### config.mk
export PLATFORM = sky130hd
export DESIGN_NAME = rgb_pwm_fader_flat
export DESIGN_NICKNAME = d
export VERILOG_FILES = /design/src/rtl/rgb_pwm_pkg.sv /design/src/rtl/rgb_pwm_fader_if.sv /design/src/rtl/pwm_channel.sv /design/src/rtl/rgb_pwm_fader.sv /design/src/flat_wrapper.sv
export SDC_FILE = /design/constraint.sdc
export NUM_CORES = 1
export LEC_CHECK = 0
export BUFFER_PORTS_ARGS = -buffer_cell sky130_fd_sc_hd__clkbuf_2
export CAP_MARGIN = 20
export CORE_MARGIN = 3
export CORE_UTILIZATION = 25
export CTS_CLUSTER_DIAMETER = 30
export DETAILED_ROUTE_END_ITERATION = 16
export GPL_ROUTABILITY_DRIVEN = 0
export PLACE_DENSITY = 0.42
export SYNTH_ARGS = -nofsm -noshare
export SYNTH_HDL_FRONTEND = slang
export SYNTH_SLANG_ARGS = --single-unit
### constraint.sdc
create_clock -name clk -period 3.4 [get_ports clk]
set_clock_uncertainty 0.05 [all_clocks]
set_input_delay 0.17 -clock clk [delete_from_list [all_inputs] [get_ports clk]]
set_output_delay 0.17 -clock clk [all_outputs]
set_load 0.05 [all_outputs]
### src/rtl/rgb_pwm_pkg.sv
// Shared types for the RGB PWM fader.
//   PWM_BITS    : width of duty values and of the PWM step counter
//   duty_t      : one channel's duty / target value
//   state_t     : command FSM states
//   step_toward : one saturating +/-1 step of a duty value toward a target
package rgb_pwm_pkg;

  localparam int PWM_BITS = 8;

  typedef logic [PWM_BITS-1:0] duty_t;

  typedef enum logic [1:0] {
    IDLE  = 2'd0,
    APPLY = 2'd1,
    FADE  = 2'd2
  } state_t;

  // Moves cur by one toward tgt; never wraps past 0 or full scale.
  function automatic duty_t step_toward(input duty_t cur, input duty_t tgt);
    duty_t res;
    res = cur;
    if ((cur < tgt) && (cur != '1))
      res = cur + duty_t'(1);
    else if ((cur > tgt) && (cur != '0))
      res = cur - duty_t'(1);
    return res;
  endfunction

endpackage

### src/rtl/rgb_pwm_fader_if.sv
// Colour command channel between the upstream controller and the fader.
//   cmd_valid / cmd_ready : valid/ready handshake
//   cmd_red/green/blue    : target duty per channel
//   cmd_fade              : 1 = fade linearly, 0 = apply at next frame
// master = command sender, slave = rgb_pwm_fader.
interface rgb_pwm_fader_if
  import rgb_pwm_pkg::*;
  ();

  logic  cmd_valid;
  logic  cmd_ready;
  duty_t cmd_red;
  duty_t cmd_green;
  duty_t cmd_blue;
  logic  cmd_fade;

  modport master (
    output cmd_valid, cmd_red, cmd_green, cmd_blue, cmd_fade,
    input  cmd_ready
  );

  modport slave (
    input  cmd_valid, cmd_red, cmd_green, cmd_blue, cmd_fade,
    output cmd_ready
  );

endinterface

### src/rtl/pwm_channel.sv
// One colour channel: target and current duty registers, the saturating
// fade step, equality flags for the FSM, and the registered PWM output.
//   load/target_in : latch a new target (command accept)
//   apply          : current <= target (frame boundary in APPLY)
//   step           : current moves one toward target (fade step)
//   pwm_cnt        : shared PWM step counter
//   led            : registered PWM pin, ACTIVE_LOW selects polarity
//   at_target      : current == target now
//   at_target_next : current would equal target after one step
module pwm_channel
  import rgb_pwm_pkg::*;
#(
  parameter bit ACTIVE_LOW = 1'b0
) (
  input  logic  clk,
  input  logic  rst,
  input  logic  load,
  input  duty_t target_in,
  input  logic  apply,
  input  logic  step,
  input  duty_t pwm_cnt,
  output logic  led,
  output logic  at_target,
  output logic  at_target_next
);

  duty_t current;
  duty_t target;
  duty_t stepped;

  assign stepped        = step_toward(current, target);
  assign at_target      = (current == target);
  assign at_target_next = (stepped == target);

  always_ff @(posedge clk) begin
    if (rst) begin
      current <= '0;
      target  <= '0;
      led     <= ACTIVE_LOW;
    end else begin
      if (load)
        target <= target_in;
      // apply and step are only ever raised on frame boundaries, which keeps
      // every frame at a single duty.
      if (apply)
        current <= target;
      else if (step)
        current <= stepped;
      led <= (pwm_cnt < current) ^ ACTIVE_LOW;
    end
  end

endmodule

### src/rtl/rgb_pwm_fader.sv
// RGB LED PWM driver with immediate or linearly faded colour changes.
//   clk, rst     : clock, synchronous active-high reset
//   cmd          : colour command channel (slave side)
//   led_*        : registered PWM pins
//   busy         : a command is in progress
//   frame_tick   : one-cycle pulse in the cycle pwm_cnt becomes 0
// Parameters: PRESCALE (clk cycles per PWM step minus 1), FADE_FRAMES
// (frames per +/-1 fade step, 1..255), ACTIVE_LOW (pin polarity).
//
// state | meaning
// IDLE  | ready for a command
// APPLY | wait for next frame boundary, then current <= target
// FADE  | every FADE_FRAMES boundaries step current toward target
module rgb_pwm_fader
  import rgb_pwm_pkg::*;
#(
  parameter int PRESCALE    = 47,
  parameter int FADE_FRAMES = 4,
  parameter bit ACTIVE_LOW  = 1'b0
) (
  input  logic           clk,
  input  logic           rst,
  rgb_pwm_fader_if.slave cmd,
  output logic           led_red,
  output logic           led_green,
  output logic           led_blue,
  output logic           busy,
  output logic           frame_tick
);

  localparam int PS_W = (PRESCALE > 0) ? $clog2(PRESCALE + 1) : 1;
  localparam logic [7:0] FADE_LAST = 8'(FADE_FRAMES - 1);

  logic [PS_W-1:0] prescaler;
  duty_t           pwm_cnt;
  logic [7:0]      fade_cnt;
  state_t          state;

  logic       pwm_step;
  logic       boundary;
  logic       accept;
  logic       apply;
  logic       fade_step;
  logic [2:0] eq_now;
  logic [2:0] eq_next;

  assign pwm_step  = (prescaler == PS_W'(PRESCALE));
  assign boundary  = pwm_step && (pwm_cnt == '1);
  assign accept    = cmd.cmd_valid && cmd.cmd_ready;
  assign apply     = (state == APPLY) && boundary;
  assign fade_step = (state == FADE) && boundary && (fade_cnt == FADE_LAST);

  always_ff @(posedge clk) begin
    if (rst) begin
      prescaler  <= '0;
      pwm_cnt    <= '0;
      frame_tick <= 1'b0;
    end else begin
      frame_tick <= boundary;
      if (pwm_step) begin
        prescaler <= '0;
        pwm_cnt   <= pwm_cnt + duty_t'(1);
      end else begin
        prescaler <= prescaler + PS_W'(1);
      end
    end
  end

  // The boundary in the accept cycle is seen while still in IDLE, so a new
  // command always acts from the following boundary onward.
  always_ff @(posedge clk) begin
    if (rst) begin
      state         <= IDLE;
      fade_cnt      <= '0;
      cmd.cmd_ready <= 1'b0;
      busy          <= 1'b0;
    end else begin
      case (state)
        IDLE: begin
          cmd.cmd_ready <= 1'b1;
          busy          <= 1'b0;
          if (accept) begin
            state         <= cmd.cmd_fade ? FADE : APPLY;
            fade_cnt      <= '0;
            cmd.cmd_ready <= 1'b0;
            busy          <= 1'b1;
          end
        end
        APPLY: begin
          if (boundary) begin
            state         <= IDLE;
            cmd.cmd_ready <= 1'b1;
            busy          <= 1'b0;
          end
        end
        FADE: begin
          if (boundary) begin
            if (&eq_now) begin
              state         <= IDLE;
              cmd.cmd_ready <= 1'b1;
              busy          <= 1'b0;
            end else if (fade_cnt == FADE_LAST) begin
              fade_cnt <= '0;
              if (&eq_next) begin
                state         <= IDLE;
                cmd.cmd_ready <= 1'b1;
                busy          <= 1'b0;
              end
            end else begin
              fade_cnt <= fade_cnt + 8'd1;
            end
          end
        end
        default: begin
          state         <= IDLE;
          cmd.cmd_ready <= 1'b1;
          busy          <= 1'b0;
        end
      endcase
    end
  end

  pwm_channel #(.ACTIVE_LOW(ACTIVE_LOW)) u_red (
    .clk            (clk),
    .rst            (rst),
    .load           (accept),
    .target_in      (cmd.cmd_red),
    .apply          (apply),
    .step           (fade_step),
    .pwm_cnt        (pwm_cnt),
    .led            (led_red),
    .at_target      (eq_now[0]),
    .at_target_next (eq_next[0])
  );

  pwm_channel #(.ACTIVE_LOW(ACTIVE_LOW)) u_green (
    .clk            (clk),
    .rst            (rst),
    .load           (accept),
    .target_in      (cmd.cmd_green),
    .apply          (apply),
    .step           (fade_step),
    .pwm_cnt        (pwm_cnt),
    .led            (led_green),
    .at_target      (eq_now[1]),
    .at_target_next (eq_next[1])
  );

  pwm_channel #(.ACTIVE_LOW(ACTIVE_LOW)) u_blue (
    .clk            (clk),
    .rst            (rst),
    .load           (accept),
    .target_in      (cmd.cmd_blue),
    .apply          (apply),
    .step           (fade_step),
    .pwm_cnt        (pwm_cnt),
    .led            (led_blue),
    .at_target      (eq_now[2]),
    .at_target_next (eq_next[2])
  );

endmodule

### src/flat_wrapper.sv
// flat-port wrapper written by rule: the top's interface ports become plain ports
module rgb_pwm_fader_flat import rgb_pwm_pkg::*;
#(
  parameter int PRESCALE    = 47,
  parameter int FADE_FRAMES = 4,
  parameter bit ACTIVE_LOW  = 1'b0
)
  (clk, rst, led_red, led_green, led_blue, busy, frame_tick, cmd_cmd_valid, cmd_cmd_red, cmd_cmd_green, cmd_cmd_blue, cmd_cmd_fade, cmd_cmd_ready);
  rgb_pwm_fader_if cmd_i ();
  input  logic clk;
  input  logic rst;
  output logic led_red;
  output logic led_green;
  output logic led_blue;
  output logic busy;
  output logic frame_tick;
  input wire logic [$bits(cmd_i.cmd_valid)-1:0] cmd_cmd_valid;
  input wire logic [$bits(cmd_i.cmd_red)-1:0] cmd_cmd_red;
  input wire logic [$bits(cmd_i.cmd_green)-1:0] cmd_cmd_green;
  input wire logic [$bits(cmd_i.cmd_blue)-1:0] cmd_cmd_blue;
  input wire logic [$bits(cmd_i.cmd_fade)-1:0] cmd_cmd_fade;
  output wire logic [$bits(cmd_i.cmd_ready)-1:0] cmd_cmd_ready;
  assign cmd_i.cmd_valid = cmd_cmd_valid;
  assign cmd_i.cmd_red = cmd_cmd_red;
  assign cmd_i.cmd_green = cmd_cmd_green;
  assign cmd_i.cmd_blue = cmd_cmd_blue;
  assign cmd_i.cmd_fade = cmd_cmd_fade;
  assign cmd_cmd_ready = cmd_i.cmd_ready;
  rgb_pwm_fader #(.PRESCALE(PRESCALE), .FADE_FRAMES(FADE_FRAMES), .ACTIVE_LOW(ACTIVE_LOW)) u_core (.clk(clk), .rst(rst), .cmd(cmd_i), .led_red(led_red), .led_green(led_green), .led_blue(led_blue), .busy(busy), .frame_tick(frame_tick));
endmodule
==> metrics.txt <==
run status=finished, final reports clean; initial antenna violation count=0; Max Fclk=314 MHz; pre-CTS setup slack=0.135 ns; CTS Buf Count=9; Slew Limit Fails=0; ant diodes=0; Synth top area share=24.3%; Final Instance Area=0.00792 mm^2; antenna viol nets, final=0; Detailed Route WL=23500 um; Worst Hold Class=primary input to flop; syn nets=936; TritonCTS Sinks=78; synth top area cells=dfxtp_1 (24%), ha_1 (11%), nand2_1 (5.9%); DRC Markers=0; total grt overflow=0; Ys Warns=0; Main synth FF type=dfxtp_1; multi-input logic area=0.00456 mm^2; Initial Util=25.5%; Root Buffer=clkbuf_16; Pwr Density=391 mW/mm^2; 1st-iter DRT viols=534; Area Overhead vs Synth=23.3%; Syn Std Cell Area=0.00642 mm^2; hold_ws=0.00752 ns; I/O pin total=34; CP Data Required Time=3.55 ns; fin nets=1025; FF+latch count, synth=78; DIE WIDTH=166 um; IO Port Bufs=33; routed len/inst=18.4 um; fraction of registers with async set or reset after synthesis=0%; Critical Path AT=3.33 ns; vias post-DR=6636; Synth cell types=84; most instantiated cells after synthesis=nand2_1 (101), dfxtp_1 (78), nor2_1 (73); final hold vios=0; post-synth top area cell=dfxtp_1; share of the yosys chip area belonging to registers=24.3%; worst-margin pin slew=0.976 ns; Period Utilization, post-route=93.7%; CP endpoint kind=flop; CP max stage cell=or2_2; average cell area after synthesis=7.54 um^2; Final min period=3.19 ns; DP HPWL=17700 um; maximum fanout along the worst path=5; Skew-Pair Late Insertion Delay=0.36 ns; Area after DPL=0.00731 mm^2; Rows=58; Cells after Synth=851; total of max-cap violations=0; All-Layer GR Usage=16.8%; top-count cell post-synth=nand2_1; crit path launch type=flop; Slew headroom=34.7%; Reg clk slew, reported paths=0.06 ns; first-pass GRT wire length=36700 um; Worst Setup Slack, final=0.214 ns; share of cells above drive strength 1=16.9%; largest net degree at the start of global routing=42; die height=166 um; core area=0.0252 mm^2; Filler cells=2720; register area=0.00156 mm^2; die footprint=0.0276 mm^2; Via density=5.20; worst path cell trace=inv_1, ha_1, nand4_1, or2_2, nand2_1, a21oi_2, a221oi_2, xnor2_1, a2111oi_4, nand4_2, o21ai_2, a21oi_1; CTS tree=yes; Crit path largest cell delay=0.43 ns; DR pass1 iterations=5; final setup violation count=0; peak supply drop=0.278 mV; CTS Buffer Depth=2; Pleak=3.09 nW; vias in the first global route=6379; Post-synth EDFFs=0; H-tree levels=3; Final TNS setup=0 ns; WS Path Type=flop to flop
[worst paths after layout]
check | start | to | slack [ns] | depth (start not counted)
worst max-delay path | u_core.u_red.target[6] | u_core.state[1] | 0.21 | 12
worst min register to register | u_core.prescaler[0] | u_core.prescaler[0] | 0.40 | 1
worst min-delay path | cmd_cmd_green[1] | u_core.u_green.target[1] | 0.008 | 3
worst max register to register | u_core.u_red.target[6] | u_core.state[1] | 0.21 | 12
[metal layers]
metal	wire [um]	share of wire, %	GRT usage, %	vias up
met2	11100	47	28.1	156
met5	0	0	0	-
li1	-	-	-	3305
met4	754	3.2	6.56	0
met3	879	3.7	2.55	39
met1	10700	46	21.8	3136
[cell type report]
| cell class | instances | area share, % |
|---|---|---|
| repair buffers | 122 | 11.1 |
| multi-input cells | 676 | 57.6 |
| clock inverters | 7 | 1.01 |
| flip-flops and latches | 78 | 19.7 |
| clock buffers | 9 | 2.85 |
| well taps | 330 | 5.22 |
| inverters | 53 | 2.51 |
[cell usage in the layout (no fill, tap or decap), types with 13 or more instances in the layout]
master / count
nand2_1: 101
o21ai_0: 53
inv_1: 53
ha_1: 57
xnor2_1: 14
xor2_1: 20
a21oi_1: 61
nor3_1: 23
nand2b_1: 13
nand3_1: 31
nand4_1: 24
clkbuf_2: 33
dfxtp_1: 78
and3_1: 22
a221oi_1: 20
nor2_1: 70
dlygate4sd3_1: 18
buf_4: 71
[logic make-up after synthesis]
| family | after synthesis | share of synthesized area (%) |
|---|---|---|
| mux | 6 | 1.01 |
| simple gates | 339 | 26.7 |
| xor+xnor | 34 | 4.64 |
| buf+inv | 97 | 6.24 |
| flops | 78 | 24.3 |
| compound gates | 240 | 26.0 |
| fa+ha+maj | 57 | 11.1 |
[where the power goes]
| part | leakage [nW] | internal [mW] | switching [mW] | total [mW] |
|---|---|---|---|---|
| registers | 0.632 | 0.960 | 0.0445 | 1.00 |
| clock network | 0.148 | 0.580 | 0.451 | 1.03 |
| logic | 2.31 | 0.404 | 0.652 | 1.06 |
| total | 3.09 | 1.94 | 1.15 | 3.09 |
[worst max-delay path, delay by kind of cell, from the launching register on]
kind | cells | cell delay, ns
compound gates | 5 | 1.05
fa+ha+maj | 1 | 0.29
flops | 1 | 0.34
simple gates | 4 | 1.01
xor+xnor | 1 | 0.21
buf+inv | 1 | 0.08
[flip-flops by register name, summed over array words and instances, names as in the netlist, 2 cells and up]
name                    cells
u_core.prescaler            6
u_core.u_blue.current       8
u_core.u_green.current      8
u_core.u_red.target         8
u_core.u_red.current        8
u_core.fade_cnt             8
u_core.pwm_cnt              8
u_core.u_blue.target        8
u_core.u_green.target       8
u_core.state                2
[what timing repair did]
action                     CTS  global route
gates resized for setup      0            18
hold endpoints to repair    18             0
buffers inserted             0             3
hold buffers                18             0
setup endpoints to repair    0             3
[per-stage QoR]
step                power [mW]  utilization, %  std cells
floorplan                 1.65               -        851
global placement          2.03            29.0       1238
detailed placement        2.02            29.0       1238
CTS                       3.09            30.9       1272
global route              3.28            31.4       1275
finish                    3.09            31.4       1275
Power figures use the tool's default switching activity.
